### src/rtl/keypad_operand_scanner.sv
// 4x4 keypad scanner: column-multiplexed scan, per-key debounce and assembly
// of the 3-bit ALU operands A/B from successive digit presses.
module keypad_operand_scanner #(
  parameter int SCAN_DIV       = 1000,
  parameter int DEBOUNCE_SCANS = 4
) (
  input  logic       clk,
  input  logic       reset,
  input  logic [3:0] row,
  output logic [3:0] col,
  output logic [3:0] key_code,
  output logic       key_valid,
  output logic       key_err,
  output logic [2:0] A,
  output logic [2:0] B,
  output logic       op_valid,
  output logic [1:0] entry_state
);

  localparam int             CW        = $clog2(SCAN_DIV);
  localparam logic [CW-1:0]  SLOT_LAST = CW'(SCAN_DIV - 1);
  localparam logic [3:0]     DB_N      = 4'(DEBOUNCE_SCANS);
  localparam logic [3:0]     KEY_CLR   = 4'hC;

  typedef enum logic [1:0] {WAIT_A = 2'd0, WAIT_B = 2'd1, HOLD = 2'd2} state_t;

  function automatic logic [2:0] popcnt4(input logic [3:0] v);
    popcnt4 = {2'b00, v[0]} + {2'b00, v[1]} + {2'b00, v[2]} + {2'b00, v[3]};
  endfunction

  function automatic logic [1:0] low_idx(input logic [3:0] v);
    low_idx = 2'd0;
    for (int i = 3; i >= 0; i--)
      if (v[i]) low_idx = 2'(i);
  endfunction

  function automatic logic is_operand_key(input logic [3:0] k);
    is_operand_key = (k < 4'd8) || (k == KEY_CLR);
  endfunction

  logic [3:0]    r_row_s1, r_row_s2;
  logic [CW-1:0] r_slot_cnt;
  logic [1:0]    r_col_idx;
  logic [1:0]    r_hits;
  logic [3:0]    r_acc_key;
  logic          r_pressed;
  logic [3:0]    r_db_cnt;
  logic [3:0]    r_db_key;
  logic [3:0]    r_key_code;
  logic          r_key_valid, r_key_err;
  state_t        r_state;
  logic [2:0]    r_a, r_b;
  logic          r_op_valid;

  logic [3:0] w_low;
  logic [2:0] w_slot_hits, w_sum;
  logic [1:0] w_base_hits, w_hits;
  logic [3:0] w_key;
  logic       w_slot_end, w_scan_end;
  logic [3:0] w_press_cnt;
  state_t     w_state_nxt;
  logic [2:0] w_a_nxt, w_b_nxt;
  logic       w_op_nxt;

  always_ff @(posedge clk or negedge reset) begin
    if (!reset) begin
      r_row_s1 <= 4'hF;
      r_row_s2 <= 4'hF;
    end else begin
      r_row_s1 <= row;
      r_row_s2 <= r_row_s1;
    end
  end

  // Hits accumulate across the four slots; 2 means "two or more" (MULTI).
  assign w_low       = ~r_row_s2;
  assign w_slot_hits = popcnt4(w_low);
  assign w_base_hits = (r_col_idx == 2'd0) ? 2'd0 : r_hits;
  assign w_sum       = {1'b0, w_base_hits} + w_slot_hits;
  assign w_hits      = (w_sum >= 3'd2) ? 2'd2 : w_sum[1:0];
  assign w_key       = (w_slot_hits == 3'd1) ? {low_idx(w_low), r_col_idx} :
                       (r_col_idx == 2'd0)   ? 4'd0 : r_acc_key;
  assign w_slot_end  = (r_slot_cnt == SLOT_LAST);
  assign w_scan_end  = w_slot_end && (r_col_idx == 2'd3);
  assign w_press_cnt = (r_db_cnt != 4'd0 && w_key == r_db_key) ? r_db_cnt + 4'd1 : 4'd1;

  always_ff @(posedge clk or negedge reset) begin
    if (!reset) begin
      r_slot_cnt <= '0;
      r_col_idx  <= 2'd0;
      r_hits     <= 2'd0;
      r_acc_key  <= 4'd0;
    end else begin
      r_slot_cnt <= w_slot_end ? '0 : r_slot_cnt + 1'b1;
      if (w_slot_end) begin
        r_col_idx <= r_col_idx + 2'd1;
        r_hits    <= w_hits;
        r_acc_key <= w_key;
      end
    end
  end

  always_ff @(posedge clk or negedge reset) begin
    if (!reset) begin
      r_pressed   <= 1'b0;
      r_db_cnt    <= 4'd0;
      r_db_key    <= 4'd0;
      r_key_code  <= 4'd0;
      r_key_valid <= 1'b0;
      r_key_err   <= 1'b0;
    end else begin
      r_key_valid <= 1'b0;
      r_key_err   <= 1'b0;
      if (w_scan_end) begin
        if (!r_pressed) begin
          if (w_hits == 2'd1) begin
            r_db_key <= w_key;
            if (w_press_cnt == DB_N) begin
              r_key_code  <= w_key;
              r_key_valid <= 1'b1;
              r_key_err   <= !is_operand_key(w_key);
              r_pressed   <= 1'b1;
              r_db_cnt    <= 4'd0;
            end else begin
              r_db_cnt <= w_press_cnt;
            end
          end else begin
            r_db_cnt <= 4'd0;
          end
        end else if (w_hits == 2'd0) begin
          if (r_db_cnt + 4'd1 == DB_N) begin
            r_pressed <= 1'b0;
            r_db_cnt  <= 4'd0;
          end else begin
            r_db_cnt <= r_db_cnt + 4'd1;
          end
        end else begin
          r_db_cnt <= 4'd0;
        end
      end
    end
  end

  // Operand entry: acts on the cycle key_valid is high.
  always_comb begin
    w_state_nxt = r_state;
    w_a_nxt     = r_a;
    w_b_nxt     = r_b;
    w_op_nxt    = 1'b0;
    if (r_key_valid && !r_key_err) begin
      if (r_key_code == KEY_CLR) begin
        w_a_nxt     = 3'd0;
        w_b_nxt     = 3'd0;
        w_state_nxt = WAIT_A;
      end else begin
        case (r_state)
          WAIT_B: begin
            w_b_nxt     = r_key_code[2:0];
            w_op_nxt    = 1'b1;
            w_state_nxt = HOLD;
          end
          WAIT_A, HOLD: begin
            w_a_nxt     = r_key_code[2:0];
            w_state_nxt = WAIT_B;
          end
          default: w_state_nxt = WAIT_A;
        endcase
      end
    end
  end

  always_ff @(posedge clk or negedge reset) begin
    if (!reset) begin
      r_state    <= WAIT_A;
      r_a        <= 3'd0;
      r_b        <= 3'd0;
      r_op_valid <= 1'b0;
    end else begin
      r_state    <= w_state_nxt;
      r_a        <= w_a_nxt;
      r_b        <= w_b_nxt;
      r_op_valid <= w_op_nxt;
    end
  end

  assign col         = ~(4'b0001 << r_col_idx);
  assign key_code    = r_key_code;
  assign key_valid   = r_key_valid;
  assign key_err     = r_key_err;
  assign A           = r_a;
  assign B           = r_b;
  assign op_valid    = r_op_valid;
  assign entry_state = r_state;

endmodule

### config.mk
export PLATFORM = sky130hd
export DESIGN_NAME = keypad_operand_scanner
export DESIGN_NICKNAME = d
export VERILOG_FILES = /design/src/rtl/keypad_operand_scanner.sv
export SDC_FILE = /design/constraint.sdc
export NUM_CORES = 1
export LEC_CHECK = 0
export ABC_AREA = 0
export BUFFER_PORTS_ARGS = -buffer_cell sky130_fd_sc_hd__buf_2
export CAP_MARGIN = 25
export CORE_MARGIN = 2
export CORE_UTILIZATION = 58
export DETAILED_ROUTE_END_ITERATION = 8
export GPL_TIMING_DRIVEN = 0
export HOLD_SLACK_MARGIN = 0.15
export PLACE_DENSITY = 0.79
export SYNTH_ARGS = -nofsm -noshare
export SYNTH_HDL_FRONTEND = slang
export SYNTH_SLANG_ARGS = --single-unit
### constraint.sdc
create_clock -name clk -period 3.8 [get_ports clk]
set_input_delay 0 -clock clk [delete_from_list [all_inputs] [get_ports clk]]
set_output_delay 0 -clock clk [all_outputs]
set_load 0.02 [all_outputs]
==> results.json, run 1 <==
{
  "chipHeight_um": 69.5,
  "setup_tns_ns": 0,
  "grt-ovfl-total": 0,
  "drc": 0,
  "endpoint_kind": "register",
  "synth_edf_count": 0,
  "hold_viol": 0,
  "cts_max_level": 2,
  "synth.area.top_cells": "dfrtp_1 (42%), dfstp_2 (8.4%), ha_1 (5.5%)",
  "portBuffers": 24,
  "yosysWarnings": 0,
  "ys.flop_type": "dfrtp_1",
  "antenna_violating_nets_post_route": 0,
  "r2r_start": "r_row_s2[0]",
  "cts-root-buf": "clkbuf_8",
  "fin_crit_ns": 3.56,
  "skew_ns": 0.00938,
  "arrival_ns": 3.79,
  "worst_hold_slack_ns": 0.201,
  "numCtsBuffers": 5,
  "swShare_pct": 22.9,
  "peakVddDrop_v": 0.000255,
  "synth_cell_types": 50,
  "reg2reg_to": "key_code[0]",
  "final_layout_size_suffix_gt1_share_pct": 20.9,
  "total_power_mw": 0.999,
  "nets": 291,
  "leakagePower_nw": 1.33,
  "initial_core_util_pct": 61.3,
  "num_io_pins": 25,
  "cap_violations": 0,
  "layout_common_cells": "dfrtp_1 (42), buf_2 (24), nor2_1 (23)",
  "final_common_cell": "dfrtp_1",
  "rsz0062_at_grt": "no",
  "reg2reg_depth": 12,
  "rows": 23,
  "fin_area_mm2": 0.00287,
  "pwr-share-seq_pct": 54.2,
  "crit_path_start_kind": "register",
  "dr_total_vias": 1835,
  "syn_nets": 254,
  "syn_inst": 235,
  "cts_sinks": 50,
  "period_share_pct": 93.7,
  "worstPathRequired_ns": 4.03,
  "final_core_util_pct": 70.8,
  "dp_hpwl_mm": 3.48,
  "async_flop_share_pct": 100,
  "hold_path.class": "in -> async",
  "core_mm2": 0.00406,
  "dpl-instance-area_mm2": 0.00269,
  "wirelength_mm": 4.88,
  "ys_ff_latch": 50,
  "slew_headroom_pct": 63.7,
  "internal_power_mw": 0.770,
  "grt_pass1_vias": 1858,
  "tightest_slew_ns": 0.545,
  "power_frac_comb_pct": 8.2,
  "drtIter0Drc": 102,
  "clock_latency_ns": 0.31,
  "antenna_found_initial": 0,
  "synth_top_area_share_pct": 42.2,
  "area_growth_pct": 15.4,
  "grt_pass1_wl_mm": 8.34,
  "status": "finished clean",
  "cts_setup_buffers": 0,
  "grt_usage_pct": 21.7,
  "setup_violations": 0,
  "synth.cell_area_mm2": 0.00249,
  "path_max_fanout": 5,
  "rrSetupSlack_ns": 0.24,
  "cellPowerDensity_mw_per_mm2": 348,
  "crit_type": "reg -> reg",
  "clockBufferDepth": 2,
  "fmax_ghz": 0.281,
  "dr.pass1.iters": 4,
  "p_sw_mw": 0.229,
  "vias_per_cell": 5.68,
  "cts.clk_slew.worst_paths_ns": 0.09,
  "avgRoutedWirePerCell_um": 15.1,
  "place_congestion": 0.824,
  "die-area_mm2": 0.00483,
  "dieWidth_um": 69.5,
  "cts_tree": "built",
  "n_antenna_cell": 0,
  "slew_viol_final": 0,
  "ys_seq_area_share_pct": 50.7,
  "grt_max_degree": 29,
  "power_frac_clock_pct": 37.6,
  "synth_area_leader_cell": "dfrtp_1",
  "syn_avg_cell_area_um2": 10.6
}
cells in the mapped netlist, types with 2 or more instances:
master,number
nor3_1,2
fa_1,2
dfrtp_1,42
o22ai_1,2
nand3_1,9
xnor2_1,3
mux2i_1,3
nand2_1,18
o21ai_0,14
a211o_1,2
xor2_1,8
dfstp_2,8
mux2_2,2
nand4_1,3
a21oi_1,11
a31oi_1,7
clkbuf_1,3
and2_1,2
nor2b_1,4
nor2_1,23
nand3b_1,3
inv_1,17
and3_1,3
a22o_1,2
nand2b_1,6
a21o_1,2
ha_1,11
metal layers:
metal / up-vias / global-route usage, % / share of wire, %
met1: 907 / 27.7 / 45
met5: - / 0 / 0
met3: 9 / 3.20 / 3.3
met2: 33 / 37.4 / 50
li1: 886 / - / -
met4: 0 / 8.50 / 1.9
through the flow:
step	worst slack, ns	std cells
floorplan	0.383	235
global placement	0.0125	309
detailed placement	-0.0974	310
CTS	0.101	323
global route	0.0583	323
finish	0.240	323
what timing repair did:
item,in CTS,in global routing
pin swaps,0,0
endpoints found under the setup margin,5,5
resized for setup,1,2
hold buffers,5,0
endpoints found under the hold margin,49,0
sequential cells by signal, summed over array words and instances, names as in the netlist:
| signal | count |
|---|---|
| A | 3 |
| B | 3 |
| entry_state | 2 |
| key_code | 4 |
| key_err | 1 |
| key_valid | 1 |
| op_valid | 1 |
| r_acc_key | 4 |
| r_col_idx | 2 |
| r_db_cnt | 4 |
| r_db_key | 4 |
| r_hits | 2 |
| r_pressed | 1 |
| r_row_s1 | 4 |
| r_row_s2 | 4 |
| r_slot_cnt | 10 |
cell families after synthesis:
kind of cell	share of synthesized area, %
muxes	3.02
buffers and inverters	3.62
xor gates and xnor gates	4.98
AOI/OAI and AO/OA	11.4
adders and majority gates	7.14
and+or+nand+nor	19.2
DFF	50.7
power by group through the flow:
stage          logic (mW)  registers, mW  clock network [mW]
2_1_floorplan      0.0452          0.551                   0
3_3_place_gp       0.0669          0.551                   0
3_5_place_dp       0.0714          0.552                   0
4_1_cts            0.0775          0.541               0.382
5_1_grt            0.0905          0.542               0.404
6_report           0.0818          0.541               0.376
how the worst max path moves through the flow:
stage | startpoint | endpoint | depth (start not counted)
finish | r_row_s2[0] | key_code[0] | 12
global route | r_row_s2[0] | key_code[0] | 12
CTS | r_row_s2[0] | key_code[0] | 12
detailed placement | r_row_s2[0] | key_code[0] | 12
global placement | r_row_s2[0] | key_code[0] | 12
floorplan | r_row_s2[0] | key_code[2] | 12
area by class of cell:
type,instances,area [um^2]
fill,300,1180
sequential,50,1260
multi-input combinational,163,1160
tap,50,62.6
timing repair buffer,30,190
inverter,18,67.6
clock buffer,5,68.8
clock inverter,3,42.5
buffer,4,22.5
critical path: stages (launching register included):
cell and delay, ns:
dfstp_2 0.56, inv_1 0.06, fa_1 0.47, ha_1 0.32
ha_1 0.21, fa_1 0.44, xor2_1 0.21, nor4b_4 0.34
nand3_2 0.18, nor2_1 0.20, nand3_2 0.13, inv_2 0.14
mux2i_1 0.23
(Power assumes the default switching activity.)
==> run 2, diff against run 1 <==
Settings changed: CORE_UTILIZATION 58 to 53, PLACE_DENSITY 0.79 to 0.76.
Clock period 3.8 ns to 3.2 ns, I/O delays scaled along.
==> run 2 against run 1 <==
Net effect:
- non-clock buffer count rose by 9
- sequential share of layout area fell by 1.7 points
- combinational power grew 45%
- wire length is 1.2% lower
- die area up 8.9%
- final cell count up 3.4%
- count of clock-buffer cells in the layout rose by 1
- critical path type unchanged
- critical path depth fell by 1
- highest routed layer unchanged
- power increased by 13%
==> results.json, run 2 (synthesized netlist as in run 1, its figures left out) <==
{
  "status": "finished clean",
  "peakVddDrop_v": 0.000292,
  "core_mm2": 0.00444,
  "dr_total_vias": 1837,
  "wirelength_mm": 4.82,
  "skew_ns": 0.00945,
  "largest-register": "r_slot_cnt",
  "portBuffers": 24,
  "dieWidth_um": 72.5,
  "cts-root-buf": "clkbuf_8",
  "num_io_pins": 25,
  "place_congestion": 0.799,
  "fmax_ghz": 0.315,
  "slew_viol_final": 0,
  "setup_slack_ns": 0.0293,
  "slew_headroom_pct": 66.9,
  "worstPathRequired_ns": 3.43,
  "setup_violations": 0,
  "cts.clk_slew.worst_paths_ns": 0.09,
  "grt_max_degree": 42,
  "tightest_slew_ns": 0.493,
  "cap_violations": 0,
  "total_power_mw": 1.13,
  "numCtsBuffers": 5,
  "layout_common_cells": "dfrtp_1 (42), buf_2 (24), nor2_1 (22)",
  "r2r_start": "r_row_s2[0]",
  "area_growth_pct": 20.2,
  "finalNonFillerCells": 334,
  "cts_sinks": 50,
  "cts_tree": "built",
  "grt_usage_pct": 20.1,
  "dp_hpwl_mm": 3.31,
  "crit_path_start_kind": "register",
  "vias_per_cell": 5.50,
  "path_max_fanout": 5,
  "rrSetupSlack_ns": 0.03,
  "dr.pass1.iters": 4,
  "rows": 24,
  "leakagePower_nw": 1.34,
  "initial_core_util_pct": 56.0,
  "reg2reg_depth": 11,
  "drtIter0Drc": 99,
  "grt-ovfl-total": 0,
  "n_fill_cell": 347,
  "antenna_found_initial": 0,
  "reg2reg_to": "key_code[0]",
  "endpoint_kind": "register",
  "nets": 300,
  "hold_viol": 0,
  "avgRoutedWirePerCell_um": 14.4,
  "final_layout_size_suffix_gt1_share_pct": 25.9,
  "clockBufferDepth": 2,
  "grt_pass1_wl_mm": 8.11,
  "drc": 0,
  "placedCellCount": 312,
  "cts_max_level": 2,
  "arrival_ns": 3.40,
  "period_share_pct": 99.1,
  "hold_path.class": "in -> async",
  "cellPowerDensity_mw_per_mm2": 377,
  "fin_crit_ns": 3.17,
  "clock_latency_ns": 0.31,
  "grt_pass1_vias": 1783,
  "largest_reg_flops": 10,
  "final_common_cell": "dfrtp_1",
  "chipHeight_um": 72.5,
  "antenna_violating_nets_post_route": 0,
  "place_ws_ns": -0.321,
  "n_antenna_cell": 0,
  "die-area_mm2": 0.00526,
  "crit_type": "reg -> reg",
  "rsz0062_at_grt": "yes"
}
[run 2: worst max path at each step]
stage	slack, ns	from	endpoint
finish	0.03	r_row_s2[0]	key_code[0]
global route	-0.17	r_row_s2[1]	r_db_cnt[0]
CTS	0.02	r_row_s2[1]	key_code[0]
detailed placement	-0.32	r_row_s2[0]	key_code[0]
global placement	-0.30	r_row_s2[0]	key_code[0]
floorplan	-0.03	r_row_s2[0]	key_code[2]
[run 2: where the power goes]
part           switching, mW  internal [mW]  leakage [nW]
registers            0.00199          0.640         0.657
clock network          0.213          0.154        0.0374
logic                 0.0624         0.0563         0.648
total                  0.278          0.851          1.34
[run 2: through the flow]
step / util (%) / instance area (um^2) / hold WS [ns] / TNS [ns]
2_1_floorplan: - / 2540 / -0.296 / -0.0960
3_3_place_gp: 61.4 / 2730 / 0.106 / -1.30
3_5_place_dp: 61.9 / 2750 / -0.113 / -1.49
4_1_cts: 66.2 / 2940 / 0.196 / 0
5_1_grt: 67.3 / 2990 / 0.240 / -0.919
6_report: 67.3 / 2990 / 0.198 / 0
[run 2: routing by layer]
metal	vias to the layer above	wire length, um	GRT usage (%)
met4	0	99	7.41
met5	-	0	0
met3	9	171	4.58
met2	39	2300	31.5
li1	905	-	-
met1	884	2250	27.6
[run 2: repair_timing]
action,4_1_cts,5_1_grt
cloned,0,0
hold endpoints to repair,54,0
setup buffers,4,4
endpoints found under the setup margin,7,10
pin swaps,4,1
hold buffers,6,0
gates resized for setup,3,3
[run 2: worst max-delay path, cell delays in order (launching register included)]
cell,delay [ns]
dfstp_2,0.55
inv_2,0.04
fa_1,0.51
ha_4,0.18
ha_4,0.28
fa_2,0.45
nor4b_4,0.33
nand3_2,0.18
nor2_4,0.16
nand3_4,0.11
inv_4,0.11
mux2i_1,0.19
[run 2: final cells by class]
type	instances	area (um^2)	share of cell area [%]
flip-flops and latches	50	1260	42.2
multi-input cells	163	1220	40.9
repair buffers	39	260	8.70
clock buffers	6	72.6	2.43
inverters	18	70.1	2.34
well taps	52	65.1	2.17
plain buffers	4	22.5	0.753
clock inverters	2	15.0	0.502
